**src/rtl/alu_request_arbiter_if.sv**
```systemverilog
// ============================================================================
//  Module      : alu_request_arbiter_if
//  Description : Requester-side bus of the ALU request arbiter. Requesters
//                present a request level, op code and operands per slot.
//                They receive one-hot grant/done pulses and the shared
//                response. rsp_err exists only when ALU_ARB_ILLEGAL_OP_EN
//                is defined.
//  Revision    : 1.0  initial release
// ============================================================================
`default_nettype none

interface alu_request_arbiter_if #(
    parameter int NREQ  = 4,
    parameter int WIDTH = 16
);
    logic [NREQ-1:0]       req;
    logic [3*NREQ-1:0]     req_op;
    logic [WIDTH*NREQ-1:0] req_a;
    logic [WIDTH*NREQ-1:0] req_b;
    logic [NREQ-1:0]       gnt;
    logic [NREQ-1:0]       done;
    logic [WIDTH-1:0]      rsp_result;
    logic                  rsp_overflow;
`ifdef ALU_ARB_ILLEGAL_OP_EN
    logic                  rsp_err;

    modport master (
        output req, req_op, req_a, req_b,
        input  gnt, done, rsp_result, rsp_overflow, rsp_err
    );

    modport slave (
        input  req, req_op, req_a, req_b,
        output gnt, done, rsp_result, rsp_overflow, rsp_err
    );
`else
    modport master (
        output req, req_op, req_a, req_b,
        input  gnt, done, rsp_result, rsp_overflow
    );

    modport slave (
        input  req, req_op, req_a, req_b,
        output gnt, done, rsp_result, rsp_overflow
    );
`endif
endinterface

`default_nettype wire

```
**src/rtl/alu_request_arbiter.sv**
```systemverilog
// ============================================================================
//  Module      : alu_request_arbiter
//  Description : Round-robin scheduler sharing one ALU among NREQ requesters.
//                IDLE latches the winner's op/operands and pulses gnt. EXEC
//                captures the ALU result and pulses done. RESP advances the
//                round-robin pointer. The last result is also published to
//                the display.
//                Optional macro ALU_ARB_ILLEGAL_OP_EN: ops with op[2]=1 are
//                not sent to the ALU and complete with rsp_err=1.
//  Revision    : 1.0  initial release
// ============================================================================
`default_nettype none

module alu_request_arbiter #(
    parameter int  NREQ  = 4,
    parameter int  WIDTH = 16,
    localparam int IW    = (NREQ > 1) ? $clog2(NREQ) : 1
) (
    input  wire logic               clk,
    input  wire logic               rst,
    alu_request_arbiter_if.slave    bus,
    output logic                    o_busy,
    output logic [2:0]              o_alu_op,
    output logic [WIDTH-1:0]        o_alu_a,
    output logic [WIDTH-1:0]        o_alu_b,
    input  wire logic [WIDTH-1:0]   i_alu_result,
    input  wire logic               i_alu_overflow,
    output logic [WIDTH-1:0]        o_disp_value,
    output logic [IW-1:0]           o_disp_owner
);

    localparam logic [1:0]      S_IDLE = 2'd0;
    localparam logic [1:0]      S_EXEC = 2'd1;
    localparam logic [1:0]      S_RESP = 2'd2;

    localparam logic [IW:0]     c_NREQ = (IW+1)'(NREQ);
    localparam logic [IW-1:0]   c_LAST = IW'(NREQ - 1);
    localparam logic [NREQ-1:0] c_ONE  = NREQ'(1);

    logic [1:0]       r_state;
    logic [IW-1:0]    r_ptr;
    logic [IW-1:0]    r_win;
    logic [NREQ-1:0]  r_gnt;
    logic [NREQ-1:0]  r_done;
    logic [2:0]       r_alu_op;
    logic [WIDTH-1:0] r_alu_a;
    logic [WIDTH-1:0] r_alu_b;
    logic [WIDTH-1:0] r_rsp_result;
    logic             r_rsp_overflow;
    logic [WIDTH-1:0] r_disp_value;
    logic [IW-1:0]    r_disp_owner;
`ifdef ALU_ARB_ILLEGAL_OP_EN
    logic             r_ill;
    logic             r_rsp_err;
`endif

    logic             w_found;
    logic [IW-1:0]    w_win;
    logic [IW:0]      w_sum;
    logic [IW-1:0]    w_cand;
    logic [2:0]       w_sel_op;
    logic [WIDTH-1:0] w_sel_a;
    logic [WIDTH-1:0] w_sel_b;

    // Round-robin search: first asserted request starting at r_ptr, wrapping
    always_comb begin
        w_found = 1'b0;
        w_win   = '0;
        w_sum   = '0;
        w_cand  = '0;
        for (int k = 0; k < NREQ; k++) begin
            w_sum = {1'b0, r_ptr} + (IW+1)'(k);
            if (w_sum >= c_NREQ) begin
                w_sum = w_sum - c_NREQ;
            end
            w_cand = w_sum[IW-1:0];
            if (!w_found && bus.req[w_cand]) begin
                w_found = 1'b1;
                w_win   = w_cand;
            end
        end
    end

    assign w_sel_op = bus.req_op[3*w_win +: 3];
    assign w_sel_a  = bus.req_a[WIDTH*w_win +: WIDTH];
    assign w_sel_b  = bus.req_b[WIDTH*w_win +: WIDTH];

    // Three-phase service FSM: grant/latch, capture result, rotate pointer
    always_ff @(posedge clk or negedge rst) begin
        if (!rst) begin
            r_state        <= S_IDLE;
            r_ptr          <= '0;
            r_win          <= '0;
            r_gnt          <= '0;
            r_done         <= '0;
            r_alu_op       <= '0;
            r_alu_a        <= '0;
            r_alu_b        <= '0;
            r_rsp_result   <= '0;
            r_rsp_overflow <= 1'b0;
            r_disp_value   <= '0;
            r_disp_owner   <= '0;
`ifdef ALU_ARB_ILLEGAL_OP_EN
            r_ill          <= 1'b0;
            r_rsp_err      <= 1'b0;
`endif
        end else begin
            case (r_state)
                S_IDLE: begin
                    if (w_found) begin
                        r_win   <= w_win;
                        r_gnt   <= c_ONE << w_win;
                        r_state <= S_EXEC;
`ifdef ALU_ARB_ILLEGAL_OP_EN
                        // Illegal ops leave the ALU inputs untouched
                        r_ill   <= w_sel_op[2];
                        if (!w_sel_op[2]) begin
                            r_alu_op <= w_sel_op;
                            r_alu_a  <= w_sel_a;
                            r_alu_b  <= w_sel_b;
                        end
`else
                        r_alu_op <= w_sel_op;
                        r_alu_a  <= w_sel_a;
                        r_alu_b  <= w_sel_b;
`endif
                    end
                end
                S_EXEC: begin
                    r_gnt   <= '0;
                    r_done  <= c_ONE << r_win;
                    r_state <= S_RESP;
`ifdef ALU_ARB_ILLEGAL_OP_EN
                    if (r_ill) begin
                        r_rsp_result   <= '0;
                        r_rsp_overflow <= 1'b0;
                        r_rsp_err      <= 1'b1;
                    end else begin
                        r_rsp_result   <= i_alu_result;
                        r_rsp_overflow <= i_alu_overflow;
                        r_rsp_err      <= 1'b0;
                        r_disp_value   <= i_alu_result;
                        r_disp_owner   <= r_win;
                    end
`else
                    r_rsp_result   <= i_alu_result;
                    r_rsp_overflow <= i_alu_overflow;
                    r_disp_value   <= i_alu_result;
                    r_disp_owner   <= r_win;
`endif
                end
                S_RESP: begin
                    r_done  <= '0;
                    r_ptr   <= (r_win == c_LAST) ? '0 : r_win + 1'b1;
                    r_state <= S_IDLE;
                end
                default: begin
                    r_state <= S_IDLE;
                end
            endcase
        end
    end

    assign bus.gnt          = r_gnt;
    assign bus.done         = r_done;
    assign bus.rsp_result   = r_rsp_result;
    assign bus.rsp_overflow = r_rsp_overflow;
`ifdef ALU_ARB_ILLEGAL_OP_EN
    assign bus.rsp_err      = r_rsp_err;
`endif

    assign o_busy       = (r_state != S_IDLE);
    assign o_alu_op     = r_alu_op;
    assign o_alu_a      = r_alu_a;
    assign o_alu_b      = r_alu_b;
    assign o_disp_value = r_disp_value;
    assign o_disp_owner = r_disp_owner;

endmodule

`default_nettype wire

```
**src/flat_wrapper.sv**
```systemverilog
// flat-port wrapper written by rule: the top's interface ports become plain ports
module alu_request_arbiter_flat 
#(
    parameter int  NREQ  = 4,
    parameter int  WIDTH = 16,
    localparam int IW    = (NREQ > 1) ? $clog2(NREQ) : 1
)
  (clk, rst, o_busy, o_alu_op, o_alu_a, o_alu_b, i_alu_result, i_alu_overflow, o_disp_value, o_disp_owner, bus_req, bus_req_op, bus_req_a, bus_req_b, bus_gnt, bus_done, bus_rsp_result, bus_rsp_overflow);
  alu_request_arbiter_if #(.NREQ(NREQ), .WIDTH(WIDTH)) bus_i ();
  input  wire logic clk;
  input  wire logic rst;
  output logic o_busy;
  output logic [2:0] o_alu_op;
  output logic [WIDTH-1:0] o_alu_a;
  output logic [WIDTH-1:0] o_alu_b;
  input  wire logic [WIDTH-1:0] i_alu_result;
  input  wire logic i_alu_overflow;
  output logic [WIDTH-1:0] o_disp_value;
  output logic [IW-1:0] o_disp_owner;
  input wire logic [$bits(bus_i.req)-1:0] bus_req;
  input wire logic [$bits(bus_i.req_op)-1:0] bus_req_op;
  input wire logic [$bits(bus_i.req_a)-1:0] bus_req_a;
  input wire logic [$bits(bus_i.req_b)-1:0] bus_req_b;
  output wire logic [$bits(bus_i.gnt)-1:0] bus_gnt;
  output wire logic [$bits(bus_i.done)-1:0] bus_done;
  output wire logic [$bits(bus_i.rsp_result)-1:0] bus_rsp_result;
  output wire logic [$bits(bus_i.rsp_overflow)-1:0] bus_rsp_overflow;
  assign bus_i.req = bus_req;
  assign bus_i.req_op = bus_req_op;
  assign bus_i.req_a = bus_req_a;
  assign bus_i.req_b = bus_req_b;
  assign bus_gnt = bus_i.gnt;
  assign bus_done = bus_i.done;
  assign bus_rsp_result = bus_i.rsp_result;
  assign bus_rsp_overflow = bus_i.rsp_overflow;
  alu_request_arbiter #(.NREQ(NREQ), .WIDTH(WIDTH)) u_core (.clk(clk), .rst(rst), .bus(bus_i), .o_busy(o_busy), .o_alu_op(o_alu_op), .o_alu_a(o_alu_a), .o_alu_b(o_alu_b), .i_alu_result(i_alu_result), .i_alu_overflow(i_alu_overflow), .o_disp_value(o_disp_value), .o_disp_owner(o_disp_owner));
endmodule
```
**config.mk**
```make
export PLATFORM = sky130hd
export DESIGN_NAME = alu_request_arbiter_flat
export DESIGN_NICKNAME = d
export VERILOG_FILES = /design/src/rtl/alu_request_arbiter_if.sv /design/src/rtl/alu_request_arbiter.sv /design/src/flat_wrapper.sv
export SDC_FILE = /design/constraint.sdc
export NUM_CORES = 1
export LEC_CHECK = 0
export CORE_MARGIN = 4
export CORE_UTILIZATION = 40
export CTS_CLUSTER_DIAMETER = 60
export DETAILED_ROUTE_END_ITERATION = 8
export PLACE_DENSITY_LB_ADDON = 0.08
export SKIP_LAST_GASP = 1
export SLEW_MARGIN = 40
export SYNTH_ARGS = -nofsm -noshare
export SYNTH_HDL_FRONTEND = slang
export SYNTH_SLANG_ARGS = --single-unit
```
**constraint.sdc**
```tcl
create_clock -name clk -period 2.7 [get_ports clk]
set_clock_uncertainty 0.05 [all_clocks]
set_input_delay 0.54 -clock clk [delete_from_list [all_inputs] [get_ports clk]]
set_output_delay 0.54 -clock clk [all_outputs]
set_load 0.1 [all_outputs]
```
## Word-level counts from Yosys, hierarchy flattened

Cells that the tools add are included.

| word-level totals | value |
|---|---|
| register bits | 68 |
| input port bits | 163 |
| logic and storage cells | 75 |

| operators by class | value |
|---|---|
| $add $sub $neg | 8 |
| $mul | 1 |
| $lt $le $gt $ge | 8 |
| equality and inequality tests | 4 |
| shifts and indexed selects | 5 |
| mux-type cells | 26 |
| reductions and logical operators | 12 |

Operators by type and width:

| kind | count |
|---|---|
| indexed part select 64 x 7 -> 16 bit | 2 |
| two-way mux 2 bit | 10 |
| case mux 4 bit (2 select lines) | 2 |
| less-than comparator 2 x 3 -> 1 bit (second input constant) | 4 |
| indexed part select 12 x 5 -> 3 bit | 1 |
| greater-or-equal comparator 3 bit (second input constant) | 3 |
| binary-select mux 1 bit (select 2 bit) | 4 |
| two-way mux 1 bit | 8 |
| left shift 1 x 2 -> 4 bit (first input constant) | 2 |
| subtractor 2 x 1 -> 2 bit (second input constant) | 4 |
| adder 2 x 2 -> 3 bit (second input constant) | 2 |
| nonzero test 2 bit | 3 |
| == test 2 bit (second input constant) | 2 |
| multiplier 2 x 2 -> 4 bit (first input constant) | 1 |
| two-way mux 4 bit | 1 |
| case mux 2 bit (2 select lines) | 1 |
| AND reduction 2 bit | 2 |
| adder 2 x 1 -> 3 bit (second input constant) | 1 |
| greater-or-equal comparator 2 x 3 -> 1 bit (second input constant) | 1 |
| logical AND 1 bit | 3 |
| logical NOT 1 bit | 3 |
| adder 2 x 1 -> 2 bit (second input constant) | 1 |
| == test 2 x 1 -> 1 bit (second input constant) | 1 |
| logical NOT 2 bit | 1 |
| != test 2 x 1 -> 1 bit (second input constant) | 1 |

## Depth between registers and ports, before layout

| logic depth | value |
|---|---|
| word-level depth | 17 |
| gate-level depth with buffers | 8 |
| gate-level depth less buffers | 6 |

## Worst setup path before layout

OpenSTA, ideal clock, no wires.

| timing | value |
|---|---|
| path type | reg-to-reg |
| start point | reg u_core.r_state[0] |
| end point | reg u_core.r_alu_a[15] (netlist: u_core.o_alu_a[15]) |
| data arrival time | 2.022 ns |
| data required time | 2.521 ns |
| slack | 0.500 ns |
| stages on the path, launching flop included | 9 |
| path buffers | 2 |
| period minus slack after synthesis | 2.200 ns |
| cells stage by stage | dfrtp_1 -> inv_1 -> ha_1 -> inv_1 -> nor2_1 -> buf_4 -> buf_2 -> o21ai_0 -> o22ai_1 |

| between the ends | value |
|---|---|
| cells in the longest elaborated chain, start to end | 2 |

Ends and longest elaborated chain:

| item | line | text |
|---|---|---|
| from (decl) | alu_request_arbiter.sv:40 | `logic [1:0] r_state;` |
| from (signal assigned) | alu_request_arbiter.sv:91 | `r_state <= S_IDLE;` |
| from (signal assigned) | alu_request_arbiter.sv:113 | `r_state <= S_EXEC;` |
| from (signal assigned) | alu_request_arbiter.sv:132 | `r_state <= S_RESP;` |
| logical NOT 2 bit | alu_request_arbiter.sv:108 | `case (r_state)` |
| AND reduction 2 bit (no source line) | -- |  |
| to (signal assigned) | alu_request_arbiter.sv:124 | `r_alu_a <= w_sel_a;` |
| to (decl) | alu_request_arbiter.sv:46 | `logic [WIDTH-1:0] r_alu_a;` |

No other way between the ends.
A chain may end at the register's enable or synchronous reset.

## Final worst setup path

| timing | value |
|---|---|
| start point | reg u_core.r_state[0] |
| end point | out o_busy |

| between the ends | value |
|---|---|
| cells in the longest elaborated chain, start to end | 1 |

Ends and longest elaborated chain:

| item | line | text |
|---|---|---|
| nonzero test 2 bit | alu_request_arbiter.sv:172 | `assign o_busy = (r_state != S_IDLE);` |
| to (decl) | flat_wrapper.sv:12 | `output logic o_busy;` |

No other way between the ends.

==> impl_results.md <==
* GR Util All Layers at 22.4%
* RSZ-0062 raised after global routing: false
* Final WS setup at 0.536 ns
* Initial core utilization at 41.7%
* Root buffer cell: clkbuf_8
* Post-synthesis sequential area ratio at 43.5%
* Synth area leaders: dfrtp_1 44%, mux2i_1 9.0%, a221oi_1 7.8%
* Synth Cell Area at 0.00391 mm2
* Drt pass-1 iters at 4
* Number of synthesized flops with an enable pin at 0
* Area of the core at 0.00937 mm2
* Port buffer count at 241
* CTS buffer count at 9
* Die W at 107 um
* Fmax at 462 MHz
* Area grow syn2layout at 64.4%
* Startpoint types: flip-flop
* Hold WC Path Type: primary input to asynchronous set/reset pin
* First-pass GRT wire length at 20,300 um
* Post-CTS Setup Inserts at 0
* Hold Fails Final Rpt at 0
* Gpl congestion at 0.846
* Asr flop ratio synth at 100%
* Final HPWL DP at 10,300 um
* Routed Antenna Nets at 0
* Synth Flop Type: dfrtp_1
* CTS resizes at 0
* DP Worst Slack at 0.221 ns
* Hold buffers post-CTS at 0
* Post-Place Cell Area at 0.00619 mm2
* CP arrival at 1.57 ns
* Clock Latency Late Sink at 0.34 ns
* Die Height at 107 um
* Initial antenna violation count at 0
* Yosys top cell area share at 43.5%
* Layout cells sized above 1 at 23.1%
* Mean post-synth cell area at 10.1 um2
* Storage cell area at 0.00170 mm2
* Area taken by multi-input logic gates at 0.00190 mm2
* Tmin final at 2.16 ns
* CTS tree: done
* Ant diodes at 0
* Gr ovfl total at 0
* Maxcap violations at 0
* Status: completed
* Max Fanout on Critical Path at 7
* Synth Net Count at 559
* Crit Path Category: flip-flop to output pin
* Most frequent cells in the layout: 161 x clkdlybuf4s50_1, 92 x buf_4, 68 x dfrtp_1, 40 x nor2_1, 36 x o22ai_1
* Largest net degree at the start of global routing at 69
* Most common cell after layout, fill and taps aside: clkdlybuf4s50_1
* Final Max Tran Viols at 0
* Final period util at 80.2%
* Setup TNS at 0 ns
* Num ports at 242
* Clock transition at path regs at 0.08 ns
* Final wirelength at 13,200 um
* Number of synthesized register bits at 68
* Clk buf depth at 2
* Synth Instances at 388
* Worst Max-Slew Pin Slew at 0.633 ns
* Clock sink count at 68
* CP Capture Type: output pin
* Post-route DRC at 0
* Die area at 0.0114 mm2
* YS warnings at 0
* Crit path required time at 2.11 ns
* Iter 0 DRT Violations at 161
* Distinct cell type count after synthesis at 32
* Fillers at 788
* Vias in the first global route at 4,094
* Layout Nets at 782
* Avg WL per Cell at 17.7 um
* FP Rows at 35
* Area leader, netlist: dfrtp_1
* Vias at 4,001
* DR vias/cell at 5.37
* Worst slew margin at 57.8%
* Post-route cell area at 0.00643 mm2
* Final setup fails at 0
* H-tree levels at 3
==> synth_stat cells (2+ instances only) <==
library cell / n
dfrtp_1: 68
nor2_1: 41
o22ai_1: 37
o21ai_0: 36
a221oi_1: 35
mux2i_1: 35
buf_4: 21
mux2_2: 21
o21ai_1: 16
inv_1: 11
clkbuf_1: 10
ha_1: 8
nand2_1: 8
buf_2: 7
buf_6: 5
a22oi_1: 4
nand3b_1: 4
nor2b_1: 3
a21oi_1: 2
buf_1: 2
nor3_1: 2
o21a_1: 2
==> flip-flops by register name, summed over array words and instances (netlist names) <==
register                 cells
u_core.r_ptr                 2
u_core.o_disp_owner          2
u_core.bus.done              4
u_core.r_state               2
u_core.bus.rsp_overflow      1
u_core.bus.gnt               4
u_core.o_alu_b              16
u_core.r_win                 2
u_core.bus.rsp_result       16
u_core.o_alu_op              3
u_core.o_alu_a              16
==> worst paths after layout <==
check	start	end	slack [ns]	cells past startpoint
max	u_core.r_state[0]	o_busy	0.54	4
min	rst	u_core.bus.done[3]	0.13	1
max reg2reg	u_core.r_state[0]	u_core.bus.gnt[3]	0.61	7
min reg2reg	u_core.bus.done[1]	u_core.bus.done[1]	0.47	2
max in group asynchronous	rst	u_core.o_alu_a[7]	2.01	1
min in group clk	u_core.bus.done[1]	u_core.bus.done[1]	0.47	2
==> logic make-up (layout without fill, tap and decap cells) <==
group,Yosys count,after routing,share of synthesized area [%]
multiplexers,56,56,15.0
flip-flops,68,68,43.5
AND/OR/NAND/NOR,62,62,7.11
buffers and inverters,57,285,8.71
adder cells (fa/ha/maj),8,8,2.56
AO/OA/AOI/OAI,137,137,23.1
==> layout make-up <==
type | instances | area share (%)
Clock buffer | 9 | 1.93
Clock inverter | 7 | 1.69
Inverter | 11 | 0.643
Multi-Input combinational cell | 263 | 29.5
Sequential cell | 68 | 26.5
Tap cell | 129 | 2.51
Timing Repair Buffer | 258 | 37.2
==> through the flow <==
| step | std cells | utilization (%) | hold slack, ns |
|---|---|---|---|
| floorplan | 388 | - | 0.194 |
| global placement | 729 | 66.0 | 0.441 |
| detailed placement | 729 | 66.1 | 0.457 |
| CTS | 745 | 68.6 | 0.165 |
| global route | 745 | 68.6 | 0.187 |
| finish | 745 | 68.6 | 0.133 |
==> critical path, stage by stage, from the launching register on <==
cell	delay, ns
dfrtp_1	0.38
inv_1	0.08
ha_1	0.25
inv_1	0.29
buf_12	0.23
==> metal layers <==
layer  up-vias  routed length [um]  track usage, %
met1      1885                4980            25.6
li1       1895                   -               -
met4         0                 476            11.9
met2       186                6650            38.4
met3        35                1090            5.72
met5         -                   0               0
Power is not shown: default switching activity piles up to over one toggle a cycle in this logic, so the estimate is an artifact.
